$ cat src/rtl/bt_cmd_parser.sv
// Parses "#<letter><hex><hex><CR|LF>" command frames from a UART byte stream.
// Emits a one-cycle cmd_valid or frame_err pulse per frame and keeps good/error counters.
module bt_cmd_parser #(
  parameter logic [19:0] TIMEOUT_CYC = 20'd500000,
  parameter logic [7:0]  START_CHR   = 8'h23
) (
  input  logic       clk,
  input  logic       rst,
  input  logic [7:0] rx_data,
  input  logic       rx_valid,
  output logic       cmd_valid,
  output logic [7:0] cmd_code,
  output logic [7:0] cmd_arg,
  output logic       frame_err,
  output logic [7:0] frame_cnt,
  output logic [7:0] err_cnt,
  output logic       busy
);

  localparam logic [2:0] S_IDLE   = 3'd0;
  localparam logic [2:0] S_CMD    = 3'd1;
  localparam logic [2:0] S_HEX_HI = 3'd2;
  localparam logic [2:0] S_HEX_LO = 3'd3;
  localparam logic [2:0] S_TERM   = 3'd4;

  localparam logic [19:0] TMO_LAST = TIMEOUT_CYC - 20'd1;

  function automatic logic is_letter(input logic [7:0] b);
    return (b >= 8'h41) && (b <= 8'h5A);
  endfunction

  function automatic logic is_hex(input logic [7:0] b);
    return ((b >= 8'h30) && (b <= 8'h39)) ||
           ((b >= 8'h41) && (b <= 8'h46)) ||
           ((b >= 8'h61) && (b <= 8'h66));
  endfunction

  function automatic logic is_term(input logic [7:0] b);
    return (b == 8'h0A) || (b == 8'h0D);
  endfunction

  // Letters 'A'-'F' and 'a'-'f' share the low nibble 1..6, so +9 maps them to 10..15.
  function automatic logic [3:0] hex_val(input logic [7:0] b);
    if (b <= 8'h39) return b[3:0];
    else            return b[3:0] + 4'd9;
  endfunction

  // Reset asserts asynchronously and is released two clk edges after rst rises.
  logic [1:0] rst_sync_q;
  logic       rst_n;

  always_ff @(posedge clk or negedge rst) begin
    if (!rst) rst_sync_q <= 2'b00;
    else      rst_sync_q <= {rst_sync_q[0], 1'b1};
  end

  assign rst_n = rst_sync_q[1];

  logic [2:0]  state_q, state_d;
  logic [19:0] tmo_q, tmo_d;
  logic [7:0]  code_tmp_q, code_tmp_d;
  logic [3:0]  hi_tmp_q, hi_tmp_d;
  logic [3:0]  lo_tmp_q, lo_tmp_d;
  logic        cmd_valid_q, cmd_valid_d;
  logic        frame_err_q, frame_err_d;
  logic [7:0]  cmd_code_q, cmd_code_d;
  logic [7:0]  cmd_arg_q, cmd_arg_d;
  logic [7:0]  frame_cnt_q, frame_cnt_d;
  logic [7:0]  err_cnt_q, err_cnt_d;

  always_comb begin
    state_d     = state_q;
    code_tmp_d  = code_tmp_q;
    hi_tmp_d    = hi_tmp_q;
    lo_tmp_d    = lo_tmp_q;
    cmd_code_d  = cmd_code_q;
    cmd_arg_d   = cmd_arg_q;
    cmd_valid_d = 1'b0;
    frame_err_d = 1'b0;
    tmo_d       = (rx_valid || (state_q == S_IDLE)) ? 20'd0 : tmo_q + 20'd1;

    if (rx_valid) begin
      if (state_q == S_IDLE) begin
        if (rx_data == START_CHR) state_d = S_CMD;
      end else if (rx_data == START_CHR) begin
        frame_err_d = 1'b1;
        state_d     = S_CMD;
      end else begin
        case (state_q)
          S_CMD: begin
            if (is_letter(rx_data)) begin
              code_tmp_d = rx_data;
              state_d    = S_HEX_HI;
            end else begin
              frame_err_d = 1'b1;
              state_d     = S_IDLE;
            end
          end
          S_HEX_HI: begin
            if (is_hex(rx_data)) begin
              hi_tmp_d = hex_val(rx_data);
              state_d  = S_HEX_LO;
            end else begin
              frame_err_d = 1'b1;
              state_d     = S_IDLE;
            end
          end
          S_HEX_LO: begin
            if (is_hex(rx_data)) begin
              lo_tmp_d = hex_val(rx_data);
              state_d  = S_TERM;
            end else begin
              frame_err_d = 1'b1;
              state_d     = S_IDLE;
            end
          end
          S_TERM: begin
            if (is_term(rx_data)) begin
              cmd_valid_d = 1'b1;
              cmd_code_d  = code_tmp_q;
              cmd_arg_d   = {hi_tmp_q, lo_tmp_q};
            end else begin
              frame_err_d = 1'b1;
            end
            state_d = S_IDLE;
          end
          default: begin
            frame_err_d = 1'b1;
            state_d     = S_IDLE;
          end
        endcase
      end
    end else if ((state_q != S_IDLE) && (tmo_q == TMO_LAST)) begin
      frame_err_d = 1'b1;
      state_d     = S_IDLE;
    end

    frame_cnt_d = frame_cnt_q + {7'd0, cmd_valid_d};
    err_cnt_d   = (frame_err_d && (err_cnt_q != 8'hFF)) ? err_cnt_q + 8'd1 : err_cnt_q;
  end

  always_ff @(posedge clk or negedge rst_n) begin
    if (!rst_n) begin
      state_q     <= S_IDLE;
      tmo_q       <= 20'd0;
      code_tmp_q  <= 8'h00;
      hi_tmp_q    <= 4'h0;
      lo_tmp_q    <= 4'h0;
      cmd_valid_q <= 1'b0;
      frame_err_q <= 1'b0;
      cmd_code_q  <= 8'h00;
      cmd_arg_q   <= 8'h00;
      frame_cnt_q <= 8'h00;
      err_cnt_q   <= 8'h00;
    end else begin
      state_q     <= state_d;
      tmo_q       <= tmo_d;
      code_tmp_q  <= code_tmp_d;
      hi_tmp_q    <= hi_tmp_d;
      lo_tmp_q    <= lo_tmp_d;
      cmd_valid_q <= cmd_valid_d;
      frame_err_q <= frame_err_d;
      cmd_code_q  <= cmd_code_d;
      cmd_arg_q   <= cmd_arg_d;
      frame_cnt_q <= frame_cnt_d;
      err_cnt_q   <= err_cnt_d;
    end
  end

  assign cmd_valid = cmd_valid_q;
  assign frame_err = frame_err_q;
  assign cmd_code  = cmd_code_q;
  assign cmd_arg   = cmd_arg_q;
  assign frame_cnt = frame_cnt_q;
  assign err_cnt   = err_cnt_q;
  assign busy      = (state_q != S_IDLE);

endmodule
$ cat config.mk
export PLATFORM = sky130hd
export DESIGN_NAME = bt_cmd_parser
export DESIGN_NICKNAME = d
export VERILOG_FILES = /design/src/rtl/bt_cmd_parser.sv
export SDC_FILE = /design/constraint.sdc
export NUM_CORES = 1
export LEC_CHECK = 0
export ABC_AREA = 0
export BUFFER_PORTS_ARGS = -buffer_cell sky130_fd_sc_hd__clkbuf_2
export CORE_MARGIN = 2
export CORE_UTILIZATION = 25
export DETAILED_ROUTE_END_ITERATION = 8
export PLACE_DENSITY = 0.38
export SYNTH_ARGS = -nofsm -noshare
export SYNTH_HDL_FRONTEND = slang
export SYNTH_SLANG_ARGS = --single-unit
$ cat constraint.sdc
create_clock -name clk -period 2.4 [get_ports clk]
set_clock_uncertainty 0.15 [all_clocks]
set_input_delay 0.24 -clock clk [delete_from_list [all_inputs] [get_ports clk]]
set_output_delay 0.24 -clock clk [all_outputs]
set_load 0.05 [all_outputs]
Word level (Yosys, flattened, before mapping)
Cells that the tools add are included.
Widths: inputs -> output; s select.
{"block": "totals", "reg_bits": 75, "inputBits": 11, "word_cells": 78}
{"block": "classes", "addsub": 4, "magnitude_cmp": 7, "n_eq_ne": 10, "n_mux": 24, "bitwise": 2, "reduce_logical": 19}
{"operator": "$le 8x7->1 const B", "n": 3}
{"operator": "$add 20x1->20 const B", "n": 1}
{"operator": "$eq 20x19->1 const B", "n": 1}
{"operator": "$mux 20", "n": 1}
{"operator": "$reduce_and 5->1", "n": 4}
{"operator": "$mux 3", "n": 6}
{"operator": "$eq 8x4->1 const B", "n": 2}
{"operator": "$ge 8x7->1 const B", "n": 2}
{"operator": "$mux 1", "n": 12}
{"operator": "$pmux 3 s3", "n": 1}
{"operator": "$add 8x1->8", "n": 1}
{"operator": "$add 8x1->8 const B", "n": 1}
{"operator": "$eq 8x6->1 const B", "n": 1}
{"operator": "$ge 8x6->1 const B", "n": 1}
{"operator": "$le 8x6->1 const B", "n": 1}
{"operator": "$ne 8x8->1 const B", "n": 1}
{"operator": "$eq 3x2->1 const B", "n": 2}
{"operator": "$logic_and 1x1->1", "n": 6}
{"operator": "$add 4x4->4 const B", "n": 1}
{"operator": "$logic_or 1x1->1", "n": 4}
{"operator": "$mux 2", "n": 2}
{"operator": "$mux 4", "n": 1}
{"operator": "$eq 3x1->1 const B", "n": 1}
{"operator": "$eq 3x3->1 const B", "n": 1}
{"operator": "other kinds (8)", "n": 9}

Logic depth before layout (Yosys ltp)
Gate-level depths: netlist (run 1).
{"block": "logic_depth", "ltp_word": 10, "mapped_depth": 10, "depth_no_buf": 10}

Worst setup path before layout (run 1)
No wires, ideal clock.
{"block": "synth_path", "path_type": "register to register", "from": "register state_q[2]", "to": "register err_cnt_q[1], in the netlist err_cnt[1]", "setup_ns": 0.128, "arrival_time_ns": 2.335, "required_time_ns": 2.122, "slack_ns": -0.213, "path_stages_with_launch": 9, "n_path_buf": 2, "synth_period_minus_slack_ns": 2.613, "cell_sequence": "dfrtp_1 clkbuf_1 or3_1 nand4_1 or4_1 nor2b_4 buf_6 nor3b_4 mux2_1"}
{"block": "synth_between", "word_cells_on_any_way": 14, "classes_between": "eq/ne (4); mux (5); reduce/logical (5)"}
{"item": "from (decl)", "line": "59", "source": "logic [2:0] state_q, state_d;"}
{"item": "from (signal assigned)", "line": "156", "source": "state_q <= state_d;"}
{"item": "$reduce_bool 3->1"}
{"item": "named net busy", "line": "17", "source": "output logic busy"}
{"item": "$logic_and 1x1->1", "line": "133", "source": "end else if ((state_q != S_IDLE) && (tmo_q == TMO_LAST)) begin"}
{"item": "$mux 1", "line": "133"}
{"item": "$mux 1", "line": "82", "source": "if (rx_valid) begin"}
{"item": "$logic_and 1x1->1", "line": "139", "source": "err_cnt_d = (frame_err_d && (err_cnt_q != 8'hFF)) ? err_cnt_q + 8'd1 : err_cnt_q;"}
{"item": "to (signal assigned)", "line": "166", "source": "err_cnt_q <= err_cnt_d;"}
{"item": "to (decl)", "line": "69", "source": "logic [7:0] err_cnt_q, err_cnt_d;"}
The timed path passes the listed nets, and every way through them passes these cells.
A chain may end at the register's enable or synchronous reset.

Worst setup path in the final report (run 1)
{"block": "layout_path", "from": "register state_q[0]", "to": "register err_cnt_q[4], in the netlist err_cnt[4]"}
{"block": "layout_between", "elab_chain_cells": 7, "word_cells_on_any_way": 14, "classes_between": "eq/ne (4); mux (5); reduce/logical (5)"}
{"item": "$eq 3x2->1", "line": "89", "source": "case (state_q)"}
{"item": "$reduce_or 2->1 (no source line)"}
{"item": "$pmux 1 s3", "line": "89"}
{"item": "$mux 1", "line": "85", "source": "end else if (rx_data == START_CHR) begin"}
{"item": "$mux 1", "line": "83", "source": "if (state_q == S_IDLE) begin"}
{"item": "$mux 1 *", "line": "82"}
{"item": "$logic_and 1x1->1 *", "line": "139"}
Mark *: on every way between the ends. The rest lies on a longest branch, timed or not.

==> results of run 1 <==
[placed cells by master (no fill, tap or decap), types with 3 or more instances in the layout]
cell type   n
dfrtp_1    74
buf_4      51
clkbuf_2   45
nor2_1     30
mux2_2     30
xor2_1     15
xnor2_1    14
nand2_1    14
nand3_1    14
nand4_1     9
clkbuf_16   9
inv_1       7
ha_1        6
nor3_1      4
nand2b_1    3
and4_1      3
or2_2       3
o21ai_0     3
or3_1       3
a21oi_1     3
nor2b_1     3
nor3b_2     3
mux2_4      3
[final cells by class]
cell class / count / area (um2) / area share
multi-input cells: 200 / 1615 / 0.3408
clock buffers: 10 / 239.0 / 0.05042
repair buffers: 100 / 669.4 / 0.1412
clock inverters: 6 / 88.84 / 0.01874
inverters: 7 / 26.28 / 0.005544
well taps: 176 / 220.2 / 0.04646
flip-flops and latches: 75 / 1881 / 0.3968
[power by group through the flow]
stage	logic, uW	clock network, uW	registers (uW)
after global placement	512	0	1460
after detailed placement	518	0	1460
after CTS	538	1550	1440
after floorplan	169	0	1630
final	541	1480	1440
after global routing	584	1610	1450
[path summary, 6_finish.rpt]
path	start	slack (ns)	cells after the start	to
setup / recovery	state_q[0]$_DFFE_PN0P_	0.005	8	err_cnt[4]$_DFFE_PN0P_
hold / removal	rx_data[0]	0.04	2	code_tmp_q[0]$_DFFE_PN0P_
setup reg to reg	state_q[0]$_DFFE_PN0P_	0.005	8	err_cnt[4]$_DFFE_PN0P_
hold reg to reg	rst_sync_q[1]$_DFF_PN0_	0.10	0	cmd_code[4]$_DFFE_PN0P_
max in group asynchronous	rst_sync_q[1]$_DFF_PN0_	1.41	1	err_cnt[1]$_DFFE_PN0P_
min in group asynchronous	rst	0.06	2	rst_sync_q[1]$_DFF_PN0_
[cells in the mapped netlist, drive strengths merged (2+ instances only)]
cell type	number
and3	4
or2	3
o211ai	2
dfrtp	75
xor2	15
mux2	34
nor2	30
xnor2	14
nand2	14
or3	4
clkbuf	4
nor3b	5
nand2b	3
buf	4
ha	8
o21a	2
or4b	2
nor3	5
nand3	15
nand4	9
a21oi	3
o21ai	4
nor2b	4
inv	7
nor4	2
and4	4
nor4b	3
[state kept, by name, indices dropped and copies added (netlist names)]
name and count:
tmo_q 20, cmd_arg 8, cmd_code 8, code_tmp_q 8, err_cnt 8, frame_cnt 8
hi_tmp_q 4, lo_tmp_q 4, state_q 3, rst_sync_q 2, cmd_valid 1, frame_err 1
[per-layer routing]
layer / track usage / share of wire / vias up
li1: - / - / 1223
met1: 0.1445 / 0.46 / 1195
met2: 0.1815 / 0.48 / 33
met3: 0.02867 / 0.034 / 13
met4: 0.06897 / 0.027 / 0
met5: 0 / 0 / -
[through the flow]
stage | power, uW | instances | utilization | hold WS, ns
4_1_cts | 3526 | 574 | 0.3532 | 0.02464
2_1_floorplan | 1796 | 290 | - | -0.2056
3_5_place_dp | 1980 | 554 | 0.3212 | -0.1218
6_report | 3465 | 574 | 0.3551 | 0.04358
3_3_place_gp | 1974 | 554 | 0.3212 | -0.1227
5_1_grt | 3646 | 574 | 0.3551 | 0.05424
[logic make-up (layout without fill, tap and decap cells)]
| family | Yosys count | in the layout | share of synthesized area |
|---|---|---|---|
| and+or+nand+nor | 111 | 111 | 0.1837 |
| DFF | 75 | 75 | 0.5447 |
| muxes | 35 | 35 | 0.1140 |
| xor gates and xnor gates | 29 | 29 | 0.07371 |
| AOI/OAI and AO/OA | 16 | 16 | 0.03413 |
| buffers and inverters | 15 | 123 | 0.01961 |
| adders and majority gates | 8 | 8 | 0.02905 |
| other | 1 | 1 | 0.001088 |
[timing repair]
action,in CTS,in global routing
hold endpoints to repair,2,0
hold buffers,1,0
setup endpoints to repair,10,15
buffers inserted,3,0
gates resized for setup,12,6
pin swaps,0,0
==> key figures, run 1 <==
Outcome
  – Status: complete, no violations

Final layout
  – P&R area growth vs syn: 37.55%
  – Fill cells: between 1000 and 1500
  – ANT cells: 0
  – Layout cells sized above 1: 0.4347
  – Post-layout instance area: 4740 um2
  – Nets@finish: about 400

Critical path
  – Critical Path RT: 2.48 ns
  – Worst path bufs/invs: 2
  – Crit Path Category: flop to flop
  – Critical Path Fanout Max: 6
  – Worst-path cell chain: or4b_4 -> nor4b_4 -> buf_4 -> o21ai_4 -> a211oi_4 -> buf_12 -> nor3b_2 -> mux2_1
  – CP max stage cell: or4b_4
  – Startpoint Class: flop
  – Crit path largest cell delay: about 0.50 ns
  – CP endpoint kind: flop
  – CP arrival: about 2.5 ns
  – Cell family with most CP delay: simple AND/OR/NAND/NOR gates

Power
  – Clk network pwr share: 0.429
  – Pint: ~2500 uW
  – Leak: between 0.002 and 0.0025 uW
  – Combinational power share: 0.156
  – Sw power: ~970 uW
  – Sw Share: 0.2813
  – Worst VDD drop: approximately 300 uV
  – Sequential Power Share: 0.415
  – Power Dens Cells: 731.1 nW/um2

STA
  – Max-Slew Margin vs Limit: 0.3395
  – Final setup viols: 0
  – Slew @ Worst Pin: ~1 ns
  – Final WS setup: between 0.005 and 0.006 ns
  – Hold Fails Final Rpt: 0
  – Final period utilization: 0.9977
  – Slew Viols, Final: 0
  – Final worst path period need: between 2 and 2.5 ns
  – Highest clock rate: 0.4176 GHz
  – RSZ-0062 raised after global routing: yes
  – Setup TNS: 0 ns

Place
  – Pre-CTS setup slack: -0.2740 ns
  – Hpwl dp: 5538 um
  – Post-placement cell area: around 4300 um2
  – Routability congestion estimate from global placement: 0.7682
  – IO Port Bufs: between 40 and 50

GRT
  – GRT overflow: 0
  – Global Route Usage Sum: 0.1160
  – Largest net degree at the start of global routing: 47
  – Initial antenna violation count: 0
  – First-pass GRT wire length: 12950 um
  – Vias in the first global route: 2529

Hold path
  – Hold Path Class: primary input to flop

Route
  – Final ANT Viol Nets: 0
  – Drt drc: 0
  – Routed WL: just under 8000 um
  – Vias: between 2000 and 2500
  – Via/cell ratio: ~4.3
  – DR WL/cell: around 14 um
  – Initial DRT Pass Iterations: 4
  – Iteration-0 DRC Markers: 87

CTS
  – H-tree depth: 3
  – Clk_lat worst skew: between 0.3 and 0.4 ns
  – Clk slew on worst S/H paths: roughly 0.06 ns
  – CTS buffer count: 9
  – CTS tree: yes
  – CTS Sinks: 75
  – CTS max path bufs: 2
  – Root buf cell: clkbuf_16

Synthesis
  – Synth Register Bits: 75
  – Register area share after synthesis: 0.5447
  – Syn Inst Count: 290
  – Synthesized area per cell: 11.88 um2
  – Yosys cell types: 46
  – Main flop type after synthesis: dfrtp_1
  – Ys async rst share: 1.000
  – Post-synth top area cell: dfrtp_1
  – Syn Std Cell Area: ~3400 um2
  – Mapped Nets: 309
  – Post-synth top area share: 0.5447
  – EDFF count, synth: 0
  – Most area-consuming cells after synthesis: dfrtp_1 54%, mux2_2 9.8%, xor2_1 3.8%
  – Yosys warning total: 0

Floorplanning
  – Die height: approximately 120 um
  – Die X: approximately 120 um
  – Initial Util: 0.2582
  – Num rows: 42
  – Total core area: 13350 um2
  – I/O Pins: 46
  – Die area: 14740 um2

Run
  – Maxcap violations: 0
No activity file was read; power rests on OpenSTA's default activity.
==> run 2: changes to the inputs <==
--- a/config.mk
+++ b/config.mk
@@ -10,7 +10,7 @@
 export CORE_MARGIN = 2
 export CORE_UTILIZATION = 25
 export DETAILED_ROUTE_END_ITERATION = 8
-export PLACE_DENSITY = 0.38
+export PLACE_DENSITY = 0.37
 export SYNTH_ARGS = -nofsm -noshare
 export SYNTH_HDL_FRONTEND = slang
 export SYNTH_SLANG_ARGS = --single-unit
==> constraint.sdc (replaced) <==
create_clock -name clk -period 3.05 [get_ports clk]
set_clock_uncertainty 0.15 [all_clocks]
set_input_delay 0.305 -clock clk [delete_from_list [all_inputs] [get_ports clk]]
set_output_delay 0.305 -clock clk [all_outputs]
set_load 0.05 [all_outputs]
==> run 2 against run 1 <==
- sequential share of layout area grew 5.4 points
- setup slack gained 0.48 ns
- non-clock buffer count shrank 49
- combinational power shrank 35%
- clock power shrank 35%
- power shrank 29%
- sequential power shrank 21%
- sequential cell count is the same
- routed wire length shrank 7.8%
- critical path type unchanged
- largest cell class unchanged
==> key figures, run 2 (synthesis results as in run 1) <==
CTS
  – Clk_lat worst skew: 0.33 ns (was 0.34 ns)
  – Clk slew on worst S/H paths: 0.05 ns (was 0.06 ns)
  – CTS Sinks: 75 (unchanged)
  – CTS max path bufs: 2 (unchanged)
  – Postcts setup bufs: 0 (was 3)
  – H-tree depth: 3 (unchanged)
  – CTS buffer count: 9 (unchanged)
  – Post-CTS sizing: 0 (was 12)
  – Root buf cell: clkbuf_16 (unchanged)
  – Post-cts hold buffer count: 1 (unchanged)
  – CTS tree: yes (unchanged)

Route
  – Final ANT Viol Nets: 0 (unchanged)
  – Drt drc: 0 (unchanged)
  – DR WL/cell: 13.67 um (was 13.54 um)
  – Iteration-0 DRC Markers: 103 (was 87)
  – Initial DRT Pass Iterations: 4 (unchanged)
  – Routed WL: 7164 um (was 7772 um)
  – Vias: 2259 (was 2464)
  – Via/cell ratio: 4.311 (was 4.293)

STA
  – Final setup viols: 0 (unchanged)
  – Hold Fails Final Rpt: 0 (unchanged)
  – Final period utilization: 0.8417 (was 0.9977)
  – Max-Slew Margin vs Limit: 0.2705 (was 0.3395)
  – Slew @ Worst Pin: 1.085 ns (was 0.9825 ns)
  – Setup TNS: 0 ns (unchanged)
  – Slew Viols, Final: 0 (unchanged)
  – Hold Slack: 0.1320 ns (was 0.04358 ns)
  – RSZ-0062 raised after global routing: no (was yes)
  – Highest clock rate: 0.3895 GHz (was 0.4176 GHz)
  – Final worst path period need: 2.567 ns (was 2.395 ns)

Critical path
  – Worst r2r path cells: 5 (was 8)
  – CP endpoint kind: flop (unchanged)
  – Worst R2R Setup Slack: 0.48 ns (was 0.005 ns)
  – Crit Path Category: flop to flop (unchanged)
  – Critical Path Fanout Max: 10 (was 6)
  – CP arrival: 2.63 ns (was 2.47 ns)
  – RR Endpoint: err_cnt[4]$_DFFE_PN0P_ (unchanged)
  – Critical Path RT: 3.11 ns (was 2.48 ns)
  – Crit path to: err_cnt[4]$_DFFE_PN0P_ (unchanged)
  – Worst Setup SP: tmo_q[11]$_DFF_PN0_ (was state_q[0]$_DFFE_PN0P_)
  – FF-to-FF Start: tmo_q[11]$_DFF_PN0_ (was state_q[0]$_DFFE_PN0P_)
  – Startpoint Class: flop (unchanged)

GRT
  – Initial antenna violation count: 0 (unchanged)
  – Vias in the first global route: 2327 (was 2529)
  – Global Route Usage Sum: 0.1064 (was 0.1160)
  – Largest net degree at the start of global routing: 74 (was 47)
  – First-pass GRT wire length: 11940 um (was 12950 um)
  – GRT overflow: 0 (unchanged)

Power
  – Sequential Power Share: 0.465 (was 0.415)
  – Power Dens Cells: 587.7 nW/um2 (was 731.1 nW/um2)
  – Sw power: 713.9 uW (was 974.9 uW)
  – Sw Share: 0.2912 (was 0.2813)
  – Pint: 1737 uW (was 2490 uW)
  – Worst VDD drop: 237.7 uV (was 297.9 uV)
  – Clk network pwr share: 0.392 (was 0.429)
  – Combinational power share: 0.143 (was 0.156)
  – Leak: 0.001933 uW (was 0.002234 uW)
  – Overall Power: 2451 uW (was 3465 uW)

Place
  – Hpwl dp: 4926 um (was 5538 um)
  – Routability congestion estimate from global placement: 0.7394 (was 0.7682)
  – IO Port Bufs: 45 (unchanged)
  – Cells after DPL: 508 (was 554)

Floorplanning
  – Initial Util: 0.2582 (unchanged)
  – Total core area: 13350 um2 (unchanged)
  – Die height: 121.4 um (unchanged)
  – Die X: 121.4 um (unchanged)
  – I/O Pins: 46 (unchanged)
  – Num rows: 42 (unchanged)
  – Die area: 14740 um2 (unchanged)

Final layout
  – Final cell count without fillers: 524 (was 574)
  – Most frequent cells in the layout: 74 x dfrtp_1, 45 x clkbuf_2, 30 x nor2_1, 30 x mux2_2 (was 74 x dfrtp_1, 51 x buf_4, 45 x clkbuf_2)
  – Nets@finish: 363 (was 412)
  – ANT cells: 0 (unchanged)
  – Layout cells sized above 1: 0.2989 (was 0.4347)
  – Max FFs per register: 20 (unchanged)
  – Most common cell after layout, fill and taps aside: dfrtp_1 (unchanged)
  – P&R area growth vs syn: 21.06% (was 37.55%)
  – Biggest register: tmo_q (unchanged)

Run
  – Maxcap violations: 0 (unchanged)

Hold path
  – Hold Path Class: primary input to async pin (was primary input to flop)

Outcome
  – Status: complete, no violations (unchanged)
## run 2: worst min path at each step
stage | cells past startpoint | to | startpoint | slack (ns)
2_1_floorplan | 0 | rst_sync_q[0]$_DFF_PN0_ | rst | -0.14
3_3_place_gp | 1 | rst_sync_q[0]$_DFF_PN0_ | rst | -0.06
3_5_place_dp | 1 | rst_sync_q[0]$_DFF_PN0_ | rst | -0.06
4_1_cts | 2 | rst_sync_q[1]$_DFF_PN0_ | rst | 0.11
5_1_grt | 2 | rst_sync_q[1]$_DFF_PN0_ | rst | 0.14
6_report | 2 | rst_sync_q[0]$_DFF_PN0_ | rst | 0.13
## run 2: through the flow
stage | util | instance area, um2 | setup WS (ns)
5_1_grt | 0.3125 | 4172 | 0.2770
3_3_place_gp | 0.2915 | 3891 | 0.1106
6_report | 0.3125 | 4172 | 0.4828
4_1_cts | 0.3125 | 4172 | 0.4634
2_1_floorplan | - | 3446 | 0.4373
3_5_place_dp | 0.2915 | 3891 | 0.1563
## run 2: worst max-delay path, cell delays in order, from the launching register on
cell,delay (ns)
dfrtp_1,0.42
or4b_1,0.53
or4_1,0.56
nor2b_4,0.21
nor3b_1,0.24
mux2_1,0.34
## run 2: power by group through the flow
stage	clock network (uW)	registers [uW]	logic, uW
finish	961	1140	350
global route	1040	1160	375
CTS	1000	1150	355
detailed placement	0	1160	353
global placement	0	1160	352
floorplan	0	1280	129
## run 2: routing by layer
| layer | GRT usage | up-vias | part of all wire |
|---|---|---|---|
| met5 | 0 | - | 0 |
| met4 | 0.03233 | 0 | 0.014 |
| met3 | 0.04652 | 7 | 0.053 |
| met2 | 0.1594 | 41 | 0.45 |
| met1 | 0.1385 | 1092 | 0.48 |
| li1 | - | 1119 | - |
## run 2: layout make-up
type | count | area, um2
repair buffers | 51 | 272.8
clock inverters | 4 | 27.53
multi-input cells | 200 | 1501
flip-flops and latches | 75 | 1881
inverters | 7 | 26.28
well taps | 176 | 220.2
clock buffers | 11 | 242.7
fillers | 1412 | 9176
==> run 3: changes to the inputs <==
--- a/config.mk
+++ b/config.mk
@@ -5,12 +5,12 @@
 export SDC_FILE = /design/constraint.sdc
 export NUM_CORES = 1
 export LEC_CHECK = 0
-export ABC_AREA = 0
+export ABC_AREA = 1
 export BUFFER_PORTS_ARGS = -buffer_cell sky130_fd_sc_hd__clkbuf_2
 export CORE_MARGIN = 2
 export CORE_UTILIZATION = 25
 export DETAILED_ROUTE_END_ITERATION = 8
-export PLACE_DENSITY = 0.37
+export PLACE_DENSITY = 0.38
 export SYNTH_ARGS = -nofsm -noshare
 export SYNTH_HDL_FRONTEND = slang
 export SYNTH_SLANG_ARGS = --single-unit
==> constraint.sdc (replaced) <==
create_clock -name clk -period 2.2 [get_ports clk]
set_clock_uncertainty 0.15 [all_clocks]
set_input_delay 0.22 -clock clk [delete_from_list [all_inputs] [get_ports clk]]
set_output_delay 0.22 -clock clk [all_outputs]
set_load 0.05 [all_outputs]
==> run 3 against run 2 <==
- non-clock buffer count grew 11
- final cell count rose by 29%
- sequential cell count stayed put
- critical path type unchanged
- largest power group is now clock
==> key figures, run 3 <==
Final layout
  – Most frequent cells in the layout: 107 x nand2_1, 74 x dfrtp_1, 45 x clkbuf_2 (was 74 x dfrtp_1, 45 x clkbuf_2, 30 x nor2_1, 30 x mux2_2)
  – Layout cells sized above 1: 0.2322 (was 0.2989)
  – ANT cells: 0 (unchanged)
  – Multi-input logic area: 1530 um2 (was 1501 um2)
  – Max FFs per register: 20 (unchanged)
  – Final core utilization: 0.3160 (was 0.3125)
  – Most common cell after layout, fill and taps aside: nand2_1 (was dfrtp_1)
  – Sequential Area: 1878 um2 (was 1881 um2)
  – Fill cells: 1547 (was 1412)
  – Final cell count without fillers: 675 (was 524)
  – Nets@finish: 505 (was 363)
  – P&R area growth vs syn: 24.66% (was 21.06%)
  – Biggest register: tmo_q (unchanged)

Hold path
  – Hold Path Class: primary input to async pin (unchanged)

Floorplanning
  – Total core area: 14370 um2 (was 13350 um2)
  – Initial Util: 0.2535 (was 0.2582)
  – Die X: 124.7 um (was 121.4 um)
  – I/O Pins: 46 (unchanged)
  – Num rows: 44 (was 42)
  – Die height: 124.7 um (was 121.4 um)
  – Die area: 15550 um2 (was 14740 um2)

CTS
  – CTS buffer count: 9 (unchanged)
  – CTS tree: yes (unchanged)
  – CTS Sinks: 75 (unchanged)
  – Root buf cell: clkbuf_16 (unchanged)
  – Clk_lat worst skew: 0.33 ns (about the same)
  – Clk slew on worst S/H paths: 0.06 ns (was 0.05 ns)
  – CTS max path bufs: 2 (unchanged)
  – H-tree depth: 3 (unchanged)

GRT
  – First-pass GRT wire length: 14200 um (was 11940 um)
  – Vias in the first global route: 2888 (was 2327)
  – Initial antenna violation count: 0 (unchanged)
  – GRT overflow: 0 (unchanged)
  – Largest net degree at the start of global routing: 74 (unchanged)
  – Global Route Usage Sum: 0.1144 (was 0.1064)

Synthesis
  – Most frequent cells after synthesis: 107 x nand2_1, 75 x dfrtp_1, 36 x inv_1 (was 75 x dfrtp_1, 30 x mux2_2, 30 x nor2_1)
  – Most area-consuming cells after synthesis: dfrtp_1 52%, nand2_1 11%, inv_1 3.7% (was dfrtp_1 54%, mux2_2 9.8%, xor2_1 3.8%)
  – Mapped Nets: 438 (was 309)
  – Most frequent cell after synthesis: nand2_1 (was dfrtp_1)
  – Yosys cell types: 36 (was 46)
  – Yosys warning total: 0 (unchanged)
  – Register area share after synthesis: 0.5153 (was 0.5447)
  – Main flop type after synthesis: dfrtp_1 (unchanged)
  – Ys async rst share: 1.000 (unchanged)
  – Synthesized area per cell: 8.693 um2 (was 11.88 um2)
  – EDFF count, synth: 0 (unchanged)
  – Syn Inst Count: 419 (was 290)
  – Syn Std Cell Area: 3642 um2 (was 3446 um2)
  – Synth Register Bits: 75 (unchanged)
  – Post-synth top area share: 0.5153 (was 0.5447)
  – Post-synth top area cell: dfrtp_1 (unchanged)

STA
  – Hold Slack: 0.05081 ns (was 0.1320 ns)
  – Final worst path period need: 1.960 ns (was 2.567 ns)
  – Slew Viols, Final: 0 (unchanged)
  – RSZ-0062 raised after global routing: no (unchanged)
  – Hold Fails Final Rpt: 0 (unchanged)
  – Highest clock rate: 0.5102 GHz (was 0.3895 GHz)
  – Final setup viols: 0 (unchanged)
  – Setup TNS: 0 ns (unchanged)
  – Final period utilization: 0.8909 (was 0.8417)

Route
  – Vias: 2877 (was 2259)
  – Final ANT Viol Nets: 0 (unchanged)
  – Initial DRT Pass Iterations: 4 (unchanged)
  – Via/cell ratio: 4.262 (was 4.311)
  – Iteration-0 DRC Markers: 102 (was 103)
  – DR WL/cell: 12.26 um (was 13.67 um)
  – Drt drc: 0 (unchanged)
  – Routed WL: 8274 um (was 7164 um)

Critical path
  – Worst r2r path cells: 10 (was 5)
  – RR Endpoint: frame_cnt[7]$_DFF_PN0_ (was err_cnt[4]$_DFFE_PN0P_)
  – Crit Path Category: flop to flop (unchanged)
  – FF-to-FF Start: state_q[0]$_DFFE_PN0P_ (was tmo_q[11]$_DFF_PN0_)
  – CP arrival: 2.03 ns (was 2.63 ns)
  – Startpoint Class: flop (unchanged)
  – CP endpoint kind: flop (unchanged)
  – Critical Path RT: 2.27 ns (was 3.11 ns)
  – Critical Path Fanout Max: 2 (was 10)
  – Worst R2R Setup Slack: 0.24 ns (was 0.48 ns)

Place
  – IO Port Bufs: 45 (unchanged)
  – Routability congestion estimate from global placement: 0.8222 (was 0.7394)
  – Cells after DPL: 658 (was 508)
  – Hpwl dp: 6095 um (was 4926 um)

Outcome
  – Status: complete, no violations (unchanged)

Run
  – Maxcap violations: 0 (unchanged)

Power
  – Worst VDD drop: 331.7 uV (was 237.7 uV)
  – Leak: 0.002244 uW (was 0.001933 uW)
  – Power Dens Cells: 862.5 nW/um2 (was 587.7 nW/um2)
==> run 3: changes by cell type after synthesis, moves of 9 or more <==
cell	before	now
nand2_1	14	107
inv_2	0	13
o21ai_0	3	12
xnor2_1	14	5
inv_1	7	36
mux2_2	30	0
o21ai_1	1	17
nor3_1	5	17
==> run 3: kinds of logic after synthesis <==
family | share of synthesized area
buf+inv | 0.06596
fa+ha+maj | 0.02748
compound gates | 0.06218
flops | 0.5153
xor+xnor | 0.04809
simple gates | 0.2800
other cells | 0.001030
==> run 3: layer usage <==
layer	global-route usage	wire (um)
met5	0	0
met4	0.05155	95
met3	0.02964	207
met2	0.1736	3867
met1	0.1532	4104
==> run 3: layout make-up <==
class	instances	area share
Multi-Input combinational cell	287	0.3370
Timing Repair Buffer	62	0.08101
Tap cell	184	0.05070
Sequential cell	75	0.4136
Clock buffer	12	0.05649
Clock inverter	4	0.01598
Inverter	51	0.04519
==> run 3: per-stage QoR <==
step                      cell area (um2)  power, uW  worst slack (ns)
final                                4541       3916            0.2401
after global routing                 4541       4146          0.004097
after CTS                            4536       3998           0.08240
after detailed placement             4197       2334          -0.02865
after global placement               4197       2331          0.003477
after floorplan                      3643       2112           0.07644
==> run 3: worst max-delay path by stage <==
stage | end | from | slack [ns] | cells past startpoint
after global placement | frame_cnt[7]$_DFF_PN0_ | rx_data[0] | 0.003 | 14
after CTS | frame_cnt[7]$_DFF_PN0_ | state_q[1]$_DFFE_PN0P_ | 0.08 | 10
after detailed placement | frame_cnt[7]$_DFF_PN0_ | rx_data[0] | -0.03 | 14
final | frame_cnt[7]$_DFF_PN0_ | state_q[0]$_DFFE_PN0P_ | 0.24 | 10
after floorplan | frame_cnt[7]$_DFF_PN0_ | state_q[0]$_DFFE_PN0P_ | 0.08 | 10
after global routing | frame_cnt[7]$_DFF_PN0_ | state_q[0]$_DFFE_PN0P_ | 0.004 | 10
==> run 3: repair_timing <==
action | 4_1_cts | 5_1_grt
hold endpoints to repair | 2 | 0
resized for setup | 0 | 1
hold buffers | 1 | 0
endpoints found under the setup margin | 0 | 1
setup buffers | 0 | 0
==> run 3: critical path: stages, from the launching register on <==
cell and delay [ns]:
dfrtp_1 0.37, nor2_1 0.15, nand4_1 0.13, a21oi_2 0.18, nand2_2 0.09, clkinv_1 0.07
ha_1 0.15, nand3_1 0.13, nor3_2 0.18, nand3_1 0.11, xnor2_1 0.13
==> run 3: where the power goes <==
group / internal (uW) / leakage, uW / switching [uW]
registers: 1480 / 0.000977 / 75.9
logic: 216 / 0.00111 / 524
clock network: 1050 / 0.000159 / 564
